==> config.mk <==
export PLATFORM = sky130hd
export DESIGN_NAME = conv3x3_pipe_flat
export DESIGN_NICKNAME = d
export VERILOG_FILES = /design/src/rtl/conv3x3_pipe_if.sv /design/src/rtl/conv3x3_pipe.sv /design/src/flat_wrapper.sv
export SDC_FILE = /design/constraint.sdc
export NUM_CORES = 2
export LEC_CHECK = 0
export ABC_AREA = 0
export BUFFER_PORTS_ARGS = -buffer_cell sky130_fd_sc_hd__buf_2
export CAP_MARGIN = 20
export CORE_AREA = 2 2 200 350
export DETAILED_ROUTE_END_ITERATION = 10
export DIE_AREA = 0 0 202 352
export GPL_ROUTABILITY_DRIVEN = 0
export PLACE_DENSITY_LB_ADDON = 0.05
export SYNTH_ARGS = -nofsm -noshare
export SYNTH_HDL_FRONTEND = slang
export SYNTH_SLANG_ARGS = --single-unit
export TNS_END_PERCENT = 5
==> constraint.sdc <==
create_clock -name clk -period 5.9 [get_ports clk]
set_clock_uncertainty 0.1 [all_clocks]
set_input_delay 1.18 -clock clk [delete_from_list [all_inputs] [get_ports clk]]
set_output_delay 1.18 -clock clk [all_outputs]
set_load 0.02 [all_outputs]
==> src/rtl/conv3x3_pipe_if.sv <==
// conv3x3_pipe_if: window-in / pixel-out stream bundle for conv3x3_pipe.
// master = producer/consumer side (host), slave = the filter.
//   inputData   9 pixels, row-major, pixel i at [i*PIXEL_W +: PIXEL_W]
//   inputValid  / inputReady   input beat handshake
//   modeSel     filter mode tagged onto each accepted beat
//   outputData  / outputValid / outputReady  output pixel handshake
interface conv3x3_pipe_if #(
    parameter int PIXEL_W = 8
);
    logic [9*PIXEL_W-1:0] inputData;
    logic                 inputValid;
    logic                 inputReady;
    logic [2:0]           modeSel;
    logic [PIXEL_W-1:0]   outputData;
    logic                 outputValid;
    logic                 outputReady;

    modport master (
        output inputData, inputValid, modeSel, outputReady,
        input  inputReady, outputData, outputValid
    );

    modport slave (
        input  inputData, inputValid, modeSel, outputReady,
        output inputReady, outputData, outputValid
    );
endinterface

==> src/rtl/conv3x3_pipe.sv <==
// conv3x3_pipe: pipelined 3x3 convolution, fixed and user kernels.
// Ports: clk, rst_n (sync, active-low); bus (stream if, slave);
//   coefWe/coefAddr/coefData: user kernel load (addr 9 = shift);
//   satCount: saturated-pixel counter, satClear clears it.
module conv3x3_pipe #(
    parameter int PIXEL_W    = 8,
    parameter int COEF_W     = 8,
    parameter int BRIGHTNESS = 0,
    parameter int THRESHOLD  = 40
) (
    input  logic                     clk,
    input  logic                     rst_n,
    conv3x3_pipe_if.slave            bus,
    input  logic                     coefWe,
    input  logic [3:0]               coefAddr,
    input  logic signed [COEF_W-1:0] coefData,
    output logic [15:0]              satCount,
    input  logic                     satClear
);
    localparam int PROD_W = PIXEL_W + 1 + COEF_W;
    localparam int SUM_W  = PIXEL_W + COEF_W + 5;
    localparam int V_W    = SUM_W + 2;

    typedef logic signed [COEF_W-1:0] coef_t;
    typedef logic signed [PROD_W-1:0] prod_t;
    typedef logic signed [SUM_W-1:0]  sum_t;

    localparam logic signed [V_W-1:0] MAXV = V_W'((1 << PIXEL_W) - 1);

    function automatic sum_t sx(input prod_t v);
        return sum_t'(v);
    endfunction

    logic en;
    assign en = bus.outputReady | ~bus.outputValid;
    assign bus.inputReady = en;

    // user kernel
    coef_t      ucoef [9];
    logic [3:0] ushift;

    always_ff @(posedge clk) begin
        if (!rst_n) begin
            for (int i = 0; i < 9; i++)
                ucoef[i] <= (i == 4) ? coef_t'(1) : coef_t'(0);
            ushift <= 4'd0;
        end else if (coefWe) begin
            if (coefAddr < 4'd9)
                ucoef[coefAddr] <= coefData;
            else if (coefAddr == 4'd9)
                ushift <= coefData[3:0];
        end
    end

    // kernel select for the beat at the input
    coef_t      kern [9];
    logic [3:0] ksh;

    always_comb begin
        for (int i = 0; i < 9; i++)
            kern[i] = (i == 4) ? coef_t'(1) : coef_t'(0);
        ksh = 4'd0;
        unique case (bus.modeSel)
            3'd1: begin
                for (int i = 0; i < 9; i++)
                    kern[i] = (i == 4) ? coef_t'(4) :
                              (i % 2 == 1) ? coef_t'(2) : coef_t'(1);
                ksh = 4'd4;
            end
            3'd2: begin
                for (int i = 0; i < 9; i++)
                    kern[i] = (i == 4) ? coef_t'(5) :
                              (i % 2 == 1) ? coef_t'(-1) : coef_t'(0);
            end
            3'd3: begin
                for (int i = 0; i < 9; i++)
                    kern[i] = (i == 4) ? coef_t'(8) : coef_t'(-1);
            end
            3'd4: begin
                for (int i = 0; i < 9; i++)
                    kern[i] = ucoef[i];
                ksh = ushift;
            end
            default: ;
        endcase
    end

    prod_t prod [9];

    always_comb begin
        for (int i = 0; i < 9; i++)
            prod[i] = prod_t'($signed({1'b0, bus.inputData[i*PIXEL_W +: PIXEL_W]}))
                    * prod_t'(kern[i]);
    end

    // S1 products, then the adder tree split across two registers
    // (row sums, total) so a beat is visible after edge k+3.
    prod_t      p_q   [9];
    sum_t       row_q [3];
    sum_t       sum_q;
    logic [2:0] m1_q, m2_q, m3_q;
    logic [3:0] sh1_q, sh2_q, sh3_q;
    logic       v1_q, v2_q, v3_q;

    always_ff @(posedge clk) begin
        if (en) begin
            for (int i = 0; i < 9; i++)
                p_q[i] <= prod[i];
            m1_q  <= bus.modeSel;
            sh1_q <= ksh;
            for (int j = 0; j < 3; j++)
                row_q[j] <= sx(p_q[3*j]) + sx(p_q[3*j+1]) + sx(p_q[3*j+2]);
            m2_q  <= m1_q;
            sh2_q <= sh1_q;
            sum_q <= row_q[0] + row_q[1] + row_q[2];
            m3_q  <= m2_q;
            sh3_q <= sh2_q;
        end
    end

    // normalise / threshold / clamp
    sum_t                  shd;
    logic signed [V_W-1:0] val;
    logic [PIXEL_W-1:0]    pix_n;
    logic                  sat_n;

    always_comb begin
        shd   = sum_q >>> sh3_q;
        val   = V_W'(shd) + V_W'(BRIGHTNESS);
        pix_n = '0;
        sat_n = 1'b0;
        if (m3_q == 3'd3) begin
            if (sum_q > sum_t'(THRESHOLD))
                pix_n = '1;
        end else if (val[V_W-1]) begin
            sat_n = 1'b1;
        end else if (val > MAXV) begin
            pix_n = '1;
            sat_n = 1'b1;
        end else begin
            pix_n = val[PIXEL_W-1:0];
        end
    end

    always_ff @(posedge clk) begin
        if (!rst_n) begin
            v1_q            <= 1'b0;
            v2_q            <= 1'b0;
            v3_q            <= 1'b0;
            bus.outputValid <= 1'b0;
            bus.outputData  <= '0;
        end else if (en) begin
            v1_q            <= bus.inputValid;
            v2_q            <= v1_q;
            v3_q            <= v2_q;
            bus.outputValid <= v3_q;
            if (v3_q)
                bus.outputData <= pix_n;
        end
    end

    always_ff @(posedge clk) begin
        if (!rst_n)
            satCount <= 16'd0;
        else if (satClear)
            satCount <= 16'd0;
        else if (en && v3_q && sat_n && satCount != 16'hFFFF)
            satCount <= satCount + 16'd1;
    end
endmodule
==> src/flat_wrapper.sv <==
// flat-port wrapper written by rule: the top's interface ports become plain ports
module conv3x3_pipe_flat 
#(
    parameter int PIXEL_W    = 8,
    parameter int COEF_W     = 8,
    parameter int BRIGHTNESS = 0,
    parameter int THRESHOLD  = 40
)
  (clk, rst_n, coefWe, coefAddr, coefData, satCount, satClear, bus_inputData, bus_inputValid, bus_modeSel, bus_outputReady, bus_inputReady, bus_outputData, bus_outputValid);
  conv3x3_pipe_if #(.PIXEL_W(PIXEL_W)) bus_i ();
  input  logic clk;
  input  logic rst_n;
  input  logic coefWe;
  input  logic [3:0] coefAddr;
  input  logic signed [COEF_W-1:0] coefData;
  output logic [15:0] satCount;
  input  logic satClear;
  input wire logic [$bits(bus_i.inputData)-1:0] bus_inputData;
  input wire logic [$bits(bus_i.inputValid)-1:0] bus_inputValid;
  input wire logic [$bits(bus_i.modeSel)-1:0] bus_modeSel;
  input wire logic [$bits(bus_i.outputReady)-1:0] bus_outputReady;
  output wire logic [$bits(bus_i.inputReady)-1:0] bus_inputReady;
  output wire logic [$bits(bus_i.outputData)-1:0] bus_outputData;
  output wire logic [$bits(bus_i.outputValid)-1:0] bus_outputValid;
  assign bus_i.inputData = bus_inputData;
  assign bus_i.inputValid = bus_inputValid;
  assign bus_i.modeSel = bus_modeSel;
  assign bus_i.outputReady = bus_outputReady;
  assign bus_inputReady = bus_i.inputReady;
  assign bus_outputData = bus_i.outputData;
  assign bus_outputValid = bus_i.outputValid;
  conv3x3_pipe #(.PIXEL_W(PIXEL_W), .COEF_W(COEF_W), .BRIGHTNESS(BRIGHTNESS), .THRESHOLD(THRESHOLD)) u_core (.clk(clk), .rst_n(rst_n), .bus(bus_i), .coefWe(coefWe), .coefAddr(coefAddr), .coefData(coefData), .satCount(satCount), .satClear(satClear));
endmodule
-- Word level (Yosys, flattened, before mapping)
Memory sizes are Yosys's and may differ from the RTL's.
Cells that the tools add are included.
- add/sub/neg operators: 9
- multipliers: 9
- order comparisons: 3
- equal/unequal tests: 7
- shift operators: 1
- mux-type cells: 19
- bitwise gates (word level): 4
- reductions and logical operators: 7
- operators with widths (kind ; number):
    $pmux 72 s4 ; 1
    $mul 9x8->17 ; 9
    $add 18x17->19 ; 3
    $add 17x17->18 ; 3
    $add 21x21->21 ; 2
    $mux 8 ; 5
    $gt 21x7->1 const B ; 1
    $gt 21x9->1 const B ; 1
    $sshr 21x4->21 ; 1
    $add 16x1->16 const B ; 1
    $ne 16x16->1 const B ; 1
    $mux 1 ; 11
    $eq 3x2->1 const B ; 3
    $pmux 4 s2 ; 1
    $reduce_or 8->1 ; 1
    $eq 4x4->1 const B ; 1
    $lt 4x4->1 const B ; 1
    $mux 4 ; 1
    $eq 3x1->1 const B ; 1
    $eq 3x3->1 const B ; 1
    $logic_and 1x1->1 ; 3
    $not 1->1 ; 3
    $reduce_and 3->1 ; 1
    $reduce_and 2->1 ; 1
    other kinds (2) ; 2
- flip-flop bits (word level): 74
- RAM bits: 288
- bits of input ports: 93
- output and inout port bits: 26
- memories kept: 3
- memory list (name ; words ; width ; rd ports ; clocked after Yosys merged registers in ; write ports ; RTL line ; RTL):
    u_core.p_q ; 9 ; 17 ; 9 ; 0 ; 9 ; conv3x3_pipe.sv:98 ; prod_t p_q [9];
    u_core.ucoef ; 9 ; 8 ; 9 ; 0 ; 9 ; conv3x3_pipe.sv:39 ; coef_t ucoef [9];
    u_core.row_q ; 3 ; 21 ; 3 ; 0 ; 3 ; conv3x3_pipe.sv:99 ; sum_t row_q [3];

-- Logic depth before layout (Yosys ltp)
- word-level depth: 7
- mapped depth: 24

-- Worst setup path before layout
No wires, ideal clock.
- kind: input-to-reg
- start point: input bus_modeSel[2]
- end point: memory u_core.p_q[2][33] (netlist bit), data pin
- arrival: 6072 ps
- setup slack: -530 ps
- stages: 20
- path buffers: 2
- path through: nor2b_1 -> nor2b_1 -> clkbuf_1 -> clkbuf_1 -> a21oi_1 -> or2_2 -> fa_1 -> fa_1 -> inv_1 -> fa_1 -> inv_1 -> fa_1 -> inv_1 -> ha_1 -> a21oi_1 -> o21a_1 -> nor3_1 -> a41o_1 -> o21ba_2 -> xnor2_1
- RTL lines (what ; RTL line ; RTL):
    start, declared ; flat_wrapper.sv:20 ; input wire logic [$bits(bus_i.modeSel)-1:0] bus_modeSel;
    end, declared ; conv3x3_pipe.sv:98 ;

==> results.sh <==
export IMPL_outcome="finished, final reports clean"
export IMPL_grt_max_degree=80
export IMPL_critical_path_arrival_ns=5.95
export IMPL_fin_area_sq_um=42620
export IMPL_die_h_um=352
export IMPL_cts_clk_slew_worst_paths_ns=0.07
export IMPL_drive_above_1_share=0.1490
export IMPL_dp_cells=4808
export IMPL_synth_top_cell_by_area="edfxtp_1"
export IMPL_worstPathRequired_ns=6.11
export IMPL_synth_avg_cell_area_sq_um=10.56
export IMPL_path_cells="buf_2 -> nor2b_2 -> and2_1 -> buf_12 -> buf_4 -> a21oi_1 -> nor2b_1 -> fa_1 -> fa_1 -> fa_1 -> inv_1 -> fa_1 -> inv_1 -> ha_1 -> or2_2 -> o31a_1 -> o41a_1 -> a41o_1 -> o211ai_1 -> xnor2_1"
export IMPL_synth_top_area_frac=0.2608
export IMPL_drcViolationCount=0
export IMPL_die_area_sq_um=71100
export IMPL_wl_um=90080
export IMPL_p_leak_nw=20.32
export IMPL_post_place_ws_ns=-0.5204
export IMPL_vias=26420
export IMPL_area_growth_pct=14.27
export IMPL_clkLatencyLatePin_ns=0.58
export IMPL_drv_slew=0
export IMPL_fin_hold_ws_ns=0.3107
export IMPL_grt_pass1_wl_um=148600
export IMPL_synth_ff_type="edfxtp_1"
export IMPL_critPathMaxFanout=14
export IMPL_worst_slack_ns=0.1588
export IMPL_tns_ns=0
export IMPL_ctsLongestPathBuffers=3
export IMPL_max_stage_delay_ns=0.55
export IMPL_synth_seq_cells=356
export IMPL_p_sw_frac=0.4060
export IMPL_dieWidth_um=202
export IMPL_dr_pass1_iters=5
export IMPL_path_common_cell="fa_1"
export IMPL_fp_row_count=127
export IMPL_ctsHoldBuffers=0
export IMPL_setup_worst_path_class="in -> reg"
export IMPL_synthTopCellsByArea="edfxtp_1 (26%), fa_1 (22%), ha_1 (15%)"
export IMPL_synthArstFlopShare=0
export IMPL_ys_seq_area_frac=0.2780
export IMPL_finish_utilization=0.6252
export IMPL_grt_pass1_vias=28780
export IMPL_num_antenna_cells=0
export IMPL_drtIter0Drc=1127
export IMPL_ant_nets=0
export IMPL_tightest_slew_ns=1.076
export IMPL_cts_buffers=39
export IMPL_relSlewSlack=0.2790
export IMPL_yosys_warnings=0
export IMPL_p_int_mw=9.728
export IMPL_fin_nets=4909
export IMPL_drv_cap=0
export IMPL_wl_per_cell_um=18.45
export IMPL_seqPwrFrac=0.279
export IMPL_ys_types=74
export IMPL_placed_cell_area_sq_um=41190
export IMPL_setup_viol=0
export IMPL_routed_via_density=5.413
export IMPL_vdd_drop_max_uv=332.2
export IMPL_fp_coreArea_sq_um=68170
export IMPL_fillers=5644
export IMPL_cellPowerDensity_nw_per_um2=384.2
export IMPL_htreeDepth=2
export IMPL_fin_cells=4882
export IMPL_start_kind="input pin"
export IMPL_track_usage=0.2642
export IMPL_post_route_period_util=0.9731
export IMPL_start_util=0.5472
export IMPL_synth_edf_count=324
export IMPL_cts_root_buffer="clkbuf_16"
export IMPL_rsz0062_at_grt="yes"
export IMPL_end_kind="flop"
export IMPL_syn_nets=4490
export IMPL_syn_inst=3532
export IMPL_slowest_stage="fa_1"
export IMPL_fin_crit_ns=5.741
export IMPL_cts_tree="built"
export IMPL_p_total_mw=16.38
export IMPL_power_frac_clock=0.149
export IMPL_hold_path_class="reg -> reg"
export IMPL_overflow=0
export IMPL_io_buffer_count=118
export IMPL_pwr_share_comb=0.572
export IMPL_hold_viol_final=0
export IMPL_syn_cell_area_sq_um=37300
export IMPL_clock_sinks=356
export IMPL_pin_count=119
export IMPL_p_sw_mw=6.649
export IMPL_timing_fmax_mhz=174.2
export IMPL_hpwlAfterDp_um=73400
export IMPL_antenna_found_initial=3
registers in the layout, summed over array words and instances, names as in the netlist:
register                flops
u_core.p_q                153
u_core.ucoef               72
u_core.row_q               57
u_core.sum_q               21
u_core.satCount            16
u_core.bus.outputData       8
u_core.sh1_q                4
u_core.sh2_q                4
u_core.sh3_q                4
u_core.ushift               4
u_core.m1_q                 3
u_core.m2_q                 3
u_core.m3_q                 3
u_core.bus.outputValid      1
u_core.v1_q                 1
u_core.v2_q                 1
u_core.v3_q                 1
critical path, delay by kind of cell:
kind	cells	cell delay (ns)
AOI/OAI and AO/OA	5	1.13
xor gates and xnor gates	1	0.09
adders and majority gates	5	2.22
buffers and inverters	5	0.54
and+or+nand+nor	4	0.79
cell type report:
cell class | count | area [sq um] | share of cell area
Timing Repair Buffer | 418 | 3004 | 0.07048
Clock inverter | 17 | 145.1 | 0.003405
Sequential cell | 356 | 10370 | 0.2433
Tap cell | 903 | 1130 | 0.02651
Clock buffer | 52 | 1122 | 0.02633
Inverter | 560 | 2102 | 0.04932
Multi-Input combinational cell | 2576 | 24750 | 0.5806
logic make-up after synthesis:
kind of cell / after synthesis / share of synthesized area
compound gates: 454 / 0.07625
xor+xnor: 158 / 0.03710
fa+ha+maj: 865 / 0.3721
buf+inv: 600 / 0.06273
flops: 356 / 0.2780
mux: 33 / 0.01322
simple gates: 1066 / 0.1606
cells in the final DEF, fill, tap and decap left out, drive strengths merged, types with 14 or more instances in the layout:
master	netlist	layout
inv	560	563
ha	458	458
buf	11	415
fa	407	407
nor2b	333	333
edfxtp	324	324
a21oi	202	202
and2	148	148
nor2	145	145
xnor2	145	145
nand2b	103	103
nand2	101	101
o21ai	78	78
clkbuf	29	55
and3	49	49
nand3	48	48
or2	38	38
or3	37	37
a21o	34	34
o21a	33	33
dfxtp	32	32
nor3	31	31
a211oi	20	20
mux2i	17	17
o211ai	16	16
o31ai	14	14
Yosys cell counts (14+ instances only):
master / count
nor3_1: 31
and3_1: 49
or2_2: 38
o21a_1: 33
nand2_1: 100
o21ai_0: 71
nand2b_1: 103
inv_1: 560
ha_1: 458
a21oi_1: 196
a211oi_1: 19
dfxtp_1: 32
and2_1: 146
nor2_1: 145
clkbuf_1: 25
edfxtp_1: 324
mux2i_1: 17
o31ai_1: 14
nor2b_1: 333
a21o_1: 33
xnor2_1: 145
o211ai_1: 16
fa_1: 407
nand3_1: 48
or3_1: 35
routing by layer:
metal | global-route usage | wire, um
met1 | 0.3001 | 34330
met2 | 0.4992 | 48480
met3 | 0.02868 | 3072
met4 | 0.1066 | 4182
met5 | 0 | 12
worst paths after layout:
path | cells after the start | endpoint | slack, ns | start
setup / recovery | 20 | u_core.p_q[4][15] | 0.16 | bus_modeSel[1]
hold / removal | 0 | u_core.sh2_q[1] | 0.31 | u_core.sh1_q[1]
setup reg to reg | 17 | u_core.p_q[1][16] | 1.02 | u_core.ucoef[2][4]
hold reg to reg | 0 | u_core.sh2_q[1] | 0.31 | u_core.sh1_q[1]
power groups by stage:
stage          clock network [mW]  registers, mW  logic [mW]
3_3_place_gp                    0           4.62        9.13
6_report                     2.44           4.57        9.37
3_5_place_dp                    0           4.62        9.32
4_1_cts                      2.50           4.58        9.42
2_1_floorplan                   0           4.35        6.71
5_1_grt                      2.58           4.65        10.6
repair_timing:
action                     4_1_cts  5_1_grt
setup endpoints to repair        0       35
resized for setup                0       37
setup buffers                    0        0
(Power assumes the default switching activity.)
